File: config.mk
export PLATFORM = sky130hd
export DESIGN_NAME = saturate_clamp_flat
export DESIGN_NICKNAME = d
export VERILOG_FILES = /design/src/rtl/pix_pkg.sv /design/src/rtl/saturate_clamp_if.sv /design/src/rtl/sat_lane.sv /design/src/rtl/saturate_clamp.sv /design/src/flat_wrapper.sv
export SDC_FILE = /design/constraint.sdc
export NUM_CORES = 1
export LEC_CHECK = 0
export ABC_AREA = 0
export CAP_MARGIN = 5
export CORE_MARGIN = 2
export CORE_UTILIZATION = 30
export CTS_CLUSTER_SIZE = 28
export DETAILED_ROUTE_END_ITERATION = 7
export HOLD_SLACK_MARGIN = 0.08
export SLEW_MARGIN = 20
export SYNTH_ARGS = -nofsm -noshare
export SYNTH_HDL_FRONTEND = slang
export SYNTH_HIERARCHICAL = 1
export SYNTH_SLANG_ARGS = --single-unit
File: constraint.sdc
create_clock -name clk -period 2.4 [get_ports clk]
set_input_delay 0.72 -clock clk [delete_from_list [all_inputs] [get_ports clk]]
set_output_delay 0.72 -clock clk [all_outputs]
set_load 0.005 [all_outputs]
File: src/rtl/pix_pkg.sv
// Shared pixel constants for the clamp slice.
// Pixel width/max and colour lane indices.
package pix_pkg;
    localparam int PIX_W = 8;
    localparam logic [PIX_W-1:0] PIX_MAX = 8'hFF;
    localparam int R = 0;
    localparam int G = 1;
    localparam int B = 2;
endpackage

File: src/rtl/saturate_clamp_if.sv
// Sample bus for saturate_clamp.
// master drives samples/cnt_clr; slave returns clamped pixels, flags, count.
interface saturate_clamp_if
    import pix_pkg::*;
#(
    parameter int IN_W  = 10,
    parameter int OUT_W = PIX_W,
    parameter int NCH   = 3,
    parameter int CNT_W = 16
);
    logic                   in_valid;
    logic [NCH*IN_W-1:0]    in_data;
    logic                   cnt_clr;
    logic                   out_valid;
    logic [NCH*OUT_W-1:0]   out_data;
    logic [NCH-1:0]         sat_hi;
    logic [NCH-1:0]         sat_lo;
    logic [CNT_W-1:0]       sat_cnt;

    modport master (
        output in_valid, in_data, cnt_clr,
        input  out_valid, out_data,
        input  sat_hi, sat_lo, sat_cnt
    );

    modport slave (
        input  in_valid, in_data, cnt_clr,
        output out_valid, out_data,
        output sat_hi, sat_lo, sat_cnt
    );
endinterface

File: src/rtl/sat_lane.sv
// One lane: combinational clamp of an accumulator slice to pixel range.
// i_x: input word; o_y: clamped pixel; o_hi/o_lo: clamp-to-max/zero flags.
module sat_lane
    import pix_pkg::*;
#(
    parameter int IN_W      = 10,
    parameter int OUT_W     = PIX_W,
    parameter int SIGNED_IN = 0
) (
    input  logic [IN_W-1:0]  i_x,
    output logic [OUT_W-1:0] o_y,
    output logic             o_hi,
    output logic             o_lo
);
    localparam logic [IN_W-1:0] MAX_IN =
        {{(IN_W-OUT_W){1'b0}}, {OUT_W{1'b1}}};

    logic w_neg;
    logic w_over;

    // Once negatives are excluded, an unsigned compare is valid
    // for both modes.
    assign w_neg  = (SIGNED_IN != 0) && i_x[IN_W-1];
    assign w_over = !w_neg && (i_x > MAX_IN);

    always_comb begin
        o_y = i_x[OUT_W-1:0];
        if (w_neg) begin
            o_y = '0;
        end else if (w_over) begin
            o_y = '1;
        end
    end

    assign o_hi = w_over;
    assign o_lo = w_neg;
endmodule

File: src/rtl/saturate_clamp.sv
// Registered per-lane clamp of filter accumulator slices to pixel range.
// clk/reset_n plain; bus (slave) carries samples, pixels, flags, count.
module saturate_clamp
    import pix_pkg::*;
#(
    parameter int IN_W      = 10,
    parameter int OUT_W     = PIX_W,
    parameter int NCH       = 3,
    parameter int SIGNED_IN = 0,
    parameter int CNT_W     = 16
) (
    input  logic       clk,
    input  logic       reset_n,
    saturate_clamp_if.slave bus
);
    localparam logic [CNT_W-1:0] CNT_MAX = '1;

    logic [NCH*OUT_W-1:0] w_data;
    logic [NCH-1:0]       w_hi;
    logic [NCH-1:0]       w_lo;
    logic                 w_clamp;

    logic                 r_valid;
    logic [NCH*OUT_W-1:0] r_data;
    logic [NCH-1:0]       r_hi;
    logic [NCH-1:0]       r_lo;
    logic [CNT_W-1:0]     r_cnt;

    for (genvar k = 0; k < NCH; k++) begin : g_lane
        sat_lane #(
            .IN_W      (IN_W),
            .OUT_W     (OUT_W),
            .SIGNED_IN (SIGNED_IN)
        ) u_lane (
            .i_x  (bus.in_data[k*IN_W +: IN_W]),
            .o_y  (w_data[k*OUT_W +: OUT_W]),
            .o_hi (w_hi[k]),
            .o_lo (w_lo[k])
        );
    end

    // Several lanes clamping together count as one event.
    assign w_clamp = bus.in_valid && (|(w_hi | w_lo));

    always_ff @(posedge clk or negedge reset_n) begin
        if (!reset_n) begin
            r_valid <= 1'b0;
            r_data  <= '0;
            r_hi    <= '0;
            r_lo    <= '0;
        end else begin
            r_valid <= bus.in_valid;
            if (bus.in_valid) begin
                r_data <= w_data;
                r_hi   <= w_hi;
                r_lo   <= w_lo;
            end
        end
    end

    // Clear wins over increment; count sticks at all-ones.
    always_ff @(posedge clk or negedge reset_n) begin
        if (!reset_n) begin
            r_cnt <= '0;
        end else if (bus.cnt_clr) begin
            r_cnt <= '0;
        end else if (w_clamp && (r_cnt != CNT_MAX)) begin
            r_cnt <= r_cnt + 1'b1;
        end
    end

    assign bus.out_valid = r_valid;
    assign bus.out_data  = r_data;
    assign bus.sat_hi    = r_hi;
    assign bus.sat_lo    = r_lo;
    assign bus.sat_cnt   = r_cnt;
endmodule

File: src/flat_wrapper.sv
// flat-port wrapper written by rule: the top's interface ports become plain ports
module saturate_clamp_flat import pix_pkg::*;
#(
    parameter int IN_W      = 10,
    parameter int OUT_W     = PIX_W,
    parameter int NCH       = 3,
    parameter int SIGNED_IN = 0,
    parameter int CNT_W     = 16
)
  (clk, reset_n, bus_in_valid, bus_in_data, bus_cnt_clr, bus_out_valid, bus_out_data, bus_sat_hi, bus_sat_lo, bus_sat_cnt);
  saturate_clamp_if #(.IN_W(IN_W), .OUT_W(OUT_W), .NCH(NCH), .CNT_W(CNT_W)) bus_i ();
  input  logic clk;
  input  logic reset_n;
  input wire logic [$bits(bus_i.in_valid)-1:0] bus_in_valid;
  input wire logic [$bits(bus_i.in_data)-1:0] bus_in_data;
  input wire logic [$bits(bus_i.cnt_clr)-1:0] bus_cnt_clr;
  output wire logic [$bits(bus_i.out_valid)-1:0] bus_out_valid;
  output wire logic [$bits(bus_i.out_data)-1:0] bus_out_data;
  output wire logic [$bits(bus_i.sat_hi)-1:0] bus_sat_hi;
  output wire logic [$bits(bus_i.sat_lo)-1:0] bus_sat_lo;
  output wire logic [$bits(bus_i.sat_cnt)-1:0] bus_sat_cnt;
  assign bus_i.in_valid = bus_in_valid;
  assign bus_i.in_data = bus_in_data;
  assign bus_i.cnt_clr = bus_cnt_clr;
  assign bus_out_valid = bus_i.out_valid;
  assign bus_out_data = bus_i.out_data;
  assign bus_sat_hi = bus_i.sat_hi;
  assign bus_sat_lo = bus_i.sat_lo;
  assign bus_sat_cnt = bus_i.sat_cnt;
  saturate_clamp #(.IN_W(IN_W), .OUT_W(OUT_W), .NCH(NCH), .SIGNED_IN(SIGNED_IN), .CNT_W(CNT_W)) u_core (.clk(clk), .reset_n(reset_n), .bus(bus_i));
endmodule
== Word-level counts from Yosys, hierarchy flattened ==
Index checks and enable logic that the tools add are counted.
Cells by class
  $add $sub $neg: 1
  magnitude comparators: 3
  eq/ne operators: 1
  multiplexer cells: 5
  reductions and logical operators: 4
Operators with widths (count)
  2-to-1 mux 16 bit: 2
  > comparator 10 x 8 -> 1 bit (second input constant): 3
  2-to-1 mux 8 bit: 3
  adder 16 x 1 -> 16 bit (second input constant): 1
  inequality test 16 bit (second input constant): 1
  OR reduction 3 bit: 1
  logical AND 1 bit: 2
  nonzero test 2 bit: 1
Word-level totals
  register bits: 44
  bits of input ports: 34
  word-level logic and storage cells: 18

== Depth between registers and ports, before layout ==
  depth after elaboration: 6
  mapped depth: 7
  depth with buffers taken out: 6

== Cells and area by module ==
Netlist, hierarchy kept.
Modules (own cells, without submodules)
  saturate_clamp: instances 1, cells each 158, area an instance 1999.4 sq um, sequential area each 1176.1 sq um
  sat_lane: instances 3, cells each 11, area an instance 67.6 sq um, sequential area each 0.0 sq um

== Worst setup path after synthesis ==
OpenSTA, ideal clock, no wires.
  path type: input to register
  start point: input bus_in_data[9]
  end point: register u_core.r_cnt[13], in the netlist u_core/bus.sat_cnt[13]
  arrival: 2201 ps
  required time: 2275 ps
  slack: 74 ps
  stages on the path: 6
  path through: or2_1 > or4_4 > o31ai_4 > or3_1 > nor3_1 > mux2_4
Between the ends
  word-level cells in the longest chain between the ends: 5
Ends and longest elaborated chain
  start, declared: RTL line flat_wrapper.sv:15  | input wire logic [$bits(bus_i.in_data)-1:0] bus_in_data;
  > comparator 10 x 8 -> 1 bit: RTL line sat_lane.sv:24  | assign w_over = !w_neg && (i_x > MAX_IN);
  OR reduction 3 bit: RTL line saturate_clamp.sv:43  | assign w_clamp = bus.in_valid && (|(w_hi | w_lo));
  logical AND 1 bit: RTL line saturate_clamp.sv:43
  logical AND 1 bit: RTL line saturate_clamp.sv:67  | end else if (w_clamp && (r_cnt != CNT_MAX)) begin
  nonzero test 2 bit (no line)
  end signal, assigned: RTL line saturate_clamp.sv:68  | r_cnt <= r_cnt + 1'b1;
  end, declared: RTL line saturate_clamp.sv:27  | logic [CNT_W-1:0] r_cnt;
No other way between the ends.
A chain may end at the register's enable or synchronous reset.

== Worst setup path in the final report ==
  start point: input bus_in_data[8]
  end point: register u_core.r_cnt[15], in the netlist u_core/bus.sat_cnt[15]
Between the ends
  word-level cells in the longest chain between the ends: 5
Ends and longest elaborated chain
  > comparator 10 x 8 -> 1 bit: RTL line sat_lane.sv:24
  net u_core.w_hi[0]: RTL line saturate_clamp.sv:19  | logic [NCH-1:0] w_hi;
  OR reduction 3 bit: RTL line saturate_clamp.sv:43
  logical AND 1 bit: RTL line saturate_clamp.sv:43
  logical AND 1 bit: RTL line saturate_clamp.sv:67
  nonzero test 2 bit (no line)
The timed path passes the listed nets, and every way through them passes these cells.

==> summary.txt <==
Fin. Hold Viols = 0
first-pass detailed-route iteration total = 4
starting DRC count in detailed routing = 53
Worst Path Required = 2.62 ns
synth warn = 6
LEAKAGE = 1.214 nW
final worst path period share = 95.87%
Area Overhead vs Synth = 50.68%
Worst Skew = 0.002630 ns
EDFF count, synth = 0
largest net degree at the start of global routing = 48
crit path kind = in2reg
Core Rows = 31
#FFs+latches synth = 47
HPWL after DPL = 3.606 mm
I/O pin total = 81
startpoint types = input pin
post-layout min period = 2.301 ns
DIE AREA = 8042 sq um
setup ws final = 0.09924 ns
Power per Cell Area = 519.2 nW/um^2
DRC violation count after routing = 0
Hold WC Path Type = in2async
Num CTS Buffers = 5
Fmax = 0.4346 GHz
sequential area share after synthesis = 53.41%
Starting Density = 30.69%
Async SR Flop Fraction = 100.0%
CTS max path bufs = 2
Post CTS Setup Buffer Count = 0
Slowest cell on crit path = or4_4
final wirelength = 5.282 mm
synthesized net count = 226
Post-Route Utilization = 46.24%
most common cell after layout, fill and taps aside = clkdlybuf4s50_1
CTS tree = yes
die height = 89.68 microns
Syn Area/Cell = 11.53 sq um
GRT Util Overall = 14.00%
initial antenna violation count = 0
Via density = 4.636
Skew-Pair Late Insertion Delay = 0.30 ns
total power = 1.723 mW
WP data arrival = 2.52 ns
first-pass GRT wire length = 8.638 mm
share of cells above drive strength 1 = 20.85%
DP Cell Count = 373
vias in the first global route = 1808
CTS Root Buffer Type = clkbuf_8
most frequent cells in the layout = clkdlybuf4s50_1, dfrtp_1, mux2_2, or3_1, nor2_1
Final ANT Viol Nets = 0
WL per Instance = 13.83 microns
number of diodes = 0
Final Setup Violations = 0
slowest stage delay, CP = 0.49 ns
Core Footprint = 7176 sq um
PortBufs = 80
status = finished clean
max_cap viols = 0
Die W = 89.68 microns
GR Overflow Total = 0
Final Max Tran Viols = 0
Cell Count, Final, Fillers Out = 382
Sink Count = 47
Crit. End Element = flop
clk slew on worst S/H paths = 0.08 ns
ys flop type = dfrtp_1
synth unique cells = 28
Critical Path, Cell by Cell = dlygate4sd2_1 -> or2_4 -> or4_4 -> o31ai_4 -> buf_6 -> nor4_1 -> and3_1 -> nor3_1
synthesized area = 2202 sq um
H-tree depth = 2
CP max FO = 7
Mapped Cells = 191
worst vdd ir = 0.0002089 V
Post-Place Setup Slack = -0.4473 ns
cts-stage hold buffer count = 0
nets = 317
DR vias = 1771
Final Wtd Congestion = 0.8043
-- final cells by class --
| class | instances | area [sq um] |
|---|---|---|
| fillers | 669 | 3857 |
| well taps | 99 | 123.9 |
| clock buffers | 6 | 82.58 |
| clock inverters | 2 | 35.03 |
| multi-input cells | 130 | 973.4 |
| flip-flops and latches | 47 | 1176 |
| repair buffers | 94 | 912.1 |
| inverters | 4 | 15.01 |
-- cell usage after synthesis, types with 3 or more instances --
cell | instances | area, sq um
mux2_2 | 30 | 337.8
conb_1 | 3 | 11.26
nand3_1 | 5 | 25.02
nand2_1 | 4 | 15.01
or2_1 | 3 | 18.77
or3_1 | 26 | 162.7
inv_1 | 4 | 15.01
nor2_1 | 15 | 56.30
buf_4 | 3 | 22.52
nor4_1 | 8 | 50.05
clkbuf_1 | 5 | 18.77
nor3_1 | 6 | 30.03
xnor2_1 | 11 | 96.34
and3_1 | 4 | 25.02
nand4_1 | 3 | 18.77
dfrtp_1 | 47 | 1176
-- registers in the layout (all words and copies together) (netlist names) --
register	flops
u_core/bus.out_data	24
u_core/bus.sat_hi	3
u_core/bus.sat_cnt	16
u_core/bus.sat_lo	3
u_core/bus.out_valid	1
-- layer usage --
metal / vias up / share of wire (%) / global-route usage [%]
li1: 856 / - / -
met1: 844 / 45 / 18.56
met2: 66 / 47 / 22.19
met3: 5 / 6.8 / 3.656
met4: 0 / 1.3 / 4.885
met5: - / 0 / 0
-- report_power, final --
part / total, mW / leakage, nW / internal (mW) / switching, mW
Clock: 0.610 / 0.0612 / 0.337 / 0.273
Combinational: 0.259 / 0.624 / 0.168 / 0.0909
Sequential: 0.854 / 0.529 / 0.830 / 0.0238
-- critical path, delay by kind of cell --
family,cells,cell delay (ns)
buf+inv,2,0.41
compound gates,1,0.26
simple gates,5,1.13
-- final timing paths --
path	cells after the start	startpoint	to	slack [ns]
min	2	reset_n	u_core/bus.out_data[7]$_DFFE_PN0P_	0.38
min in group clk	1	u_core/bus.out_data[7]$_DFFE_PN0P_	u_core/bus.out_data[7]$_DFFE_PN0P_	0.51
min reg2reg	1	u_core/bus.out_data[7]$_DFFE_PN0P_	u_core/bus.out_data[7]$_DFFE_PN0P_	0.51
max in group asynchronous	2	reset_n	u_core/bus.out_data[21]$_DFFE_PN0P_	1.79
max	8	bus_in_data[8]	u_core/bus.sat_cnt[15]$_DFFE_PN0P_	0.1
max reg2reg	6	u_core/bus.sat_cnt[0]$_DFFE_PN0P_	u_core/bus.sat_cnt[13]$_DFFE_PN0P_	0.54
-- logic make-up (layout without fill, tap and decap cells) --
group	Yosys count	after routing	synth area share (%)
AND/OR/NAND/NOR	77	77	19.49
buffers and inverters	14	106	2.954
other	3	3	0.5113
multiplexers	31	31	16.02
adder cells (fa/ha/maj)	1	1	0.5681
AO/OA/AOI/OAI	7	7	2.670
flip-flops	47	47	53.41
XOR/XNOR	11	11	4.375
-- stage by stage --
step                       TNS (ns)  cell area [sq um]  hold slack, ns
final                             0               3318          0.3842
after global routing      -0.007064               3318          0.4010
after CTS                         0               3313          0.3838
after detailed placement     -6.081               3182          0.4953
after global placement       -5.331               3182          0.4893
after floorplan                   0               2202          0.4244
-- what timing repair did --
action                     4_1_cts  5_1_grt
setup endpoints to repair       14       13
resized for setup                7        2
gates cloned                     1        0
pin swaps                        5        1
Power figures use the tool's default switching activity.
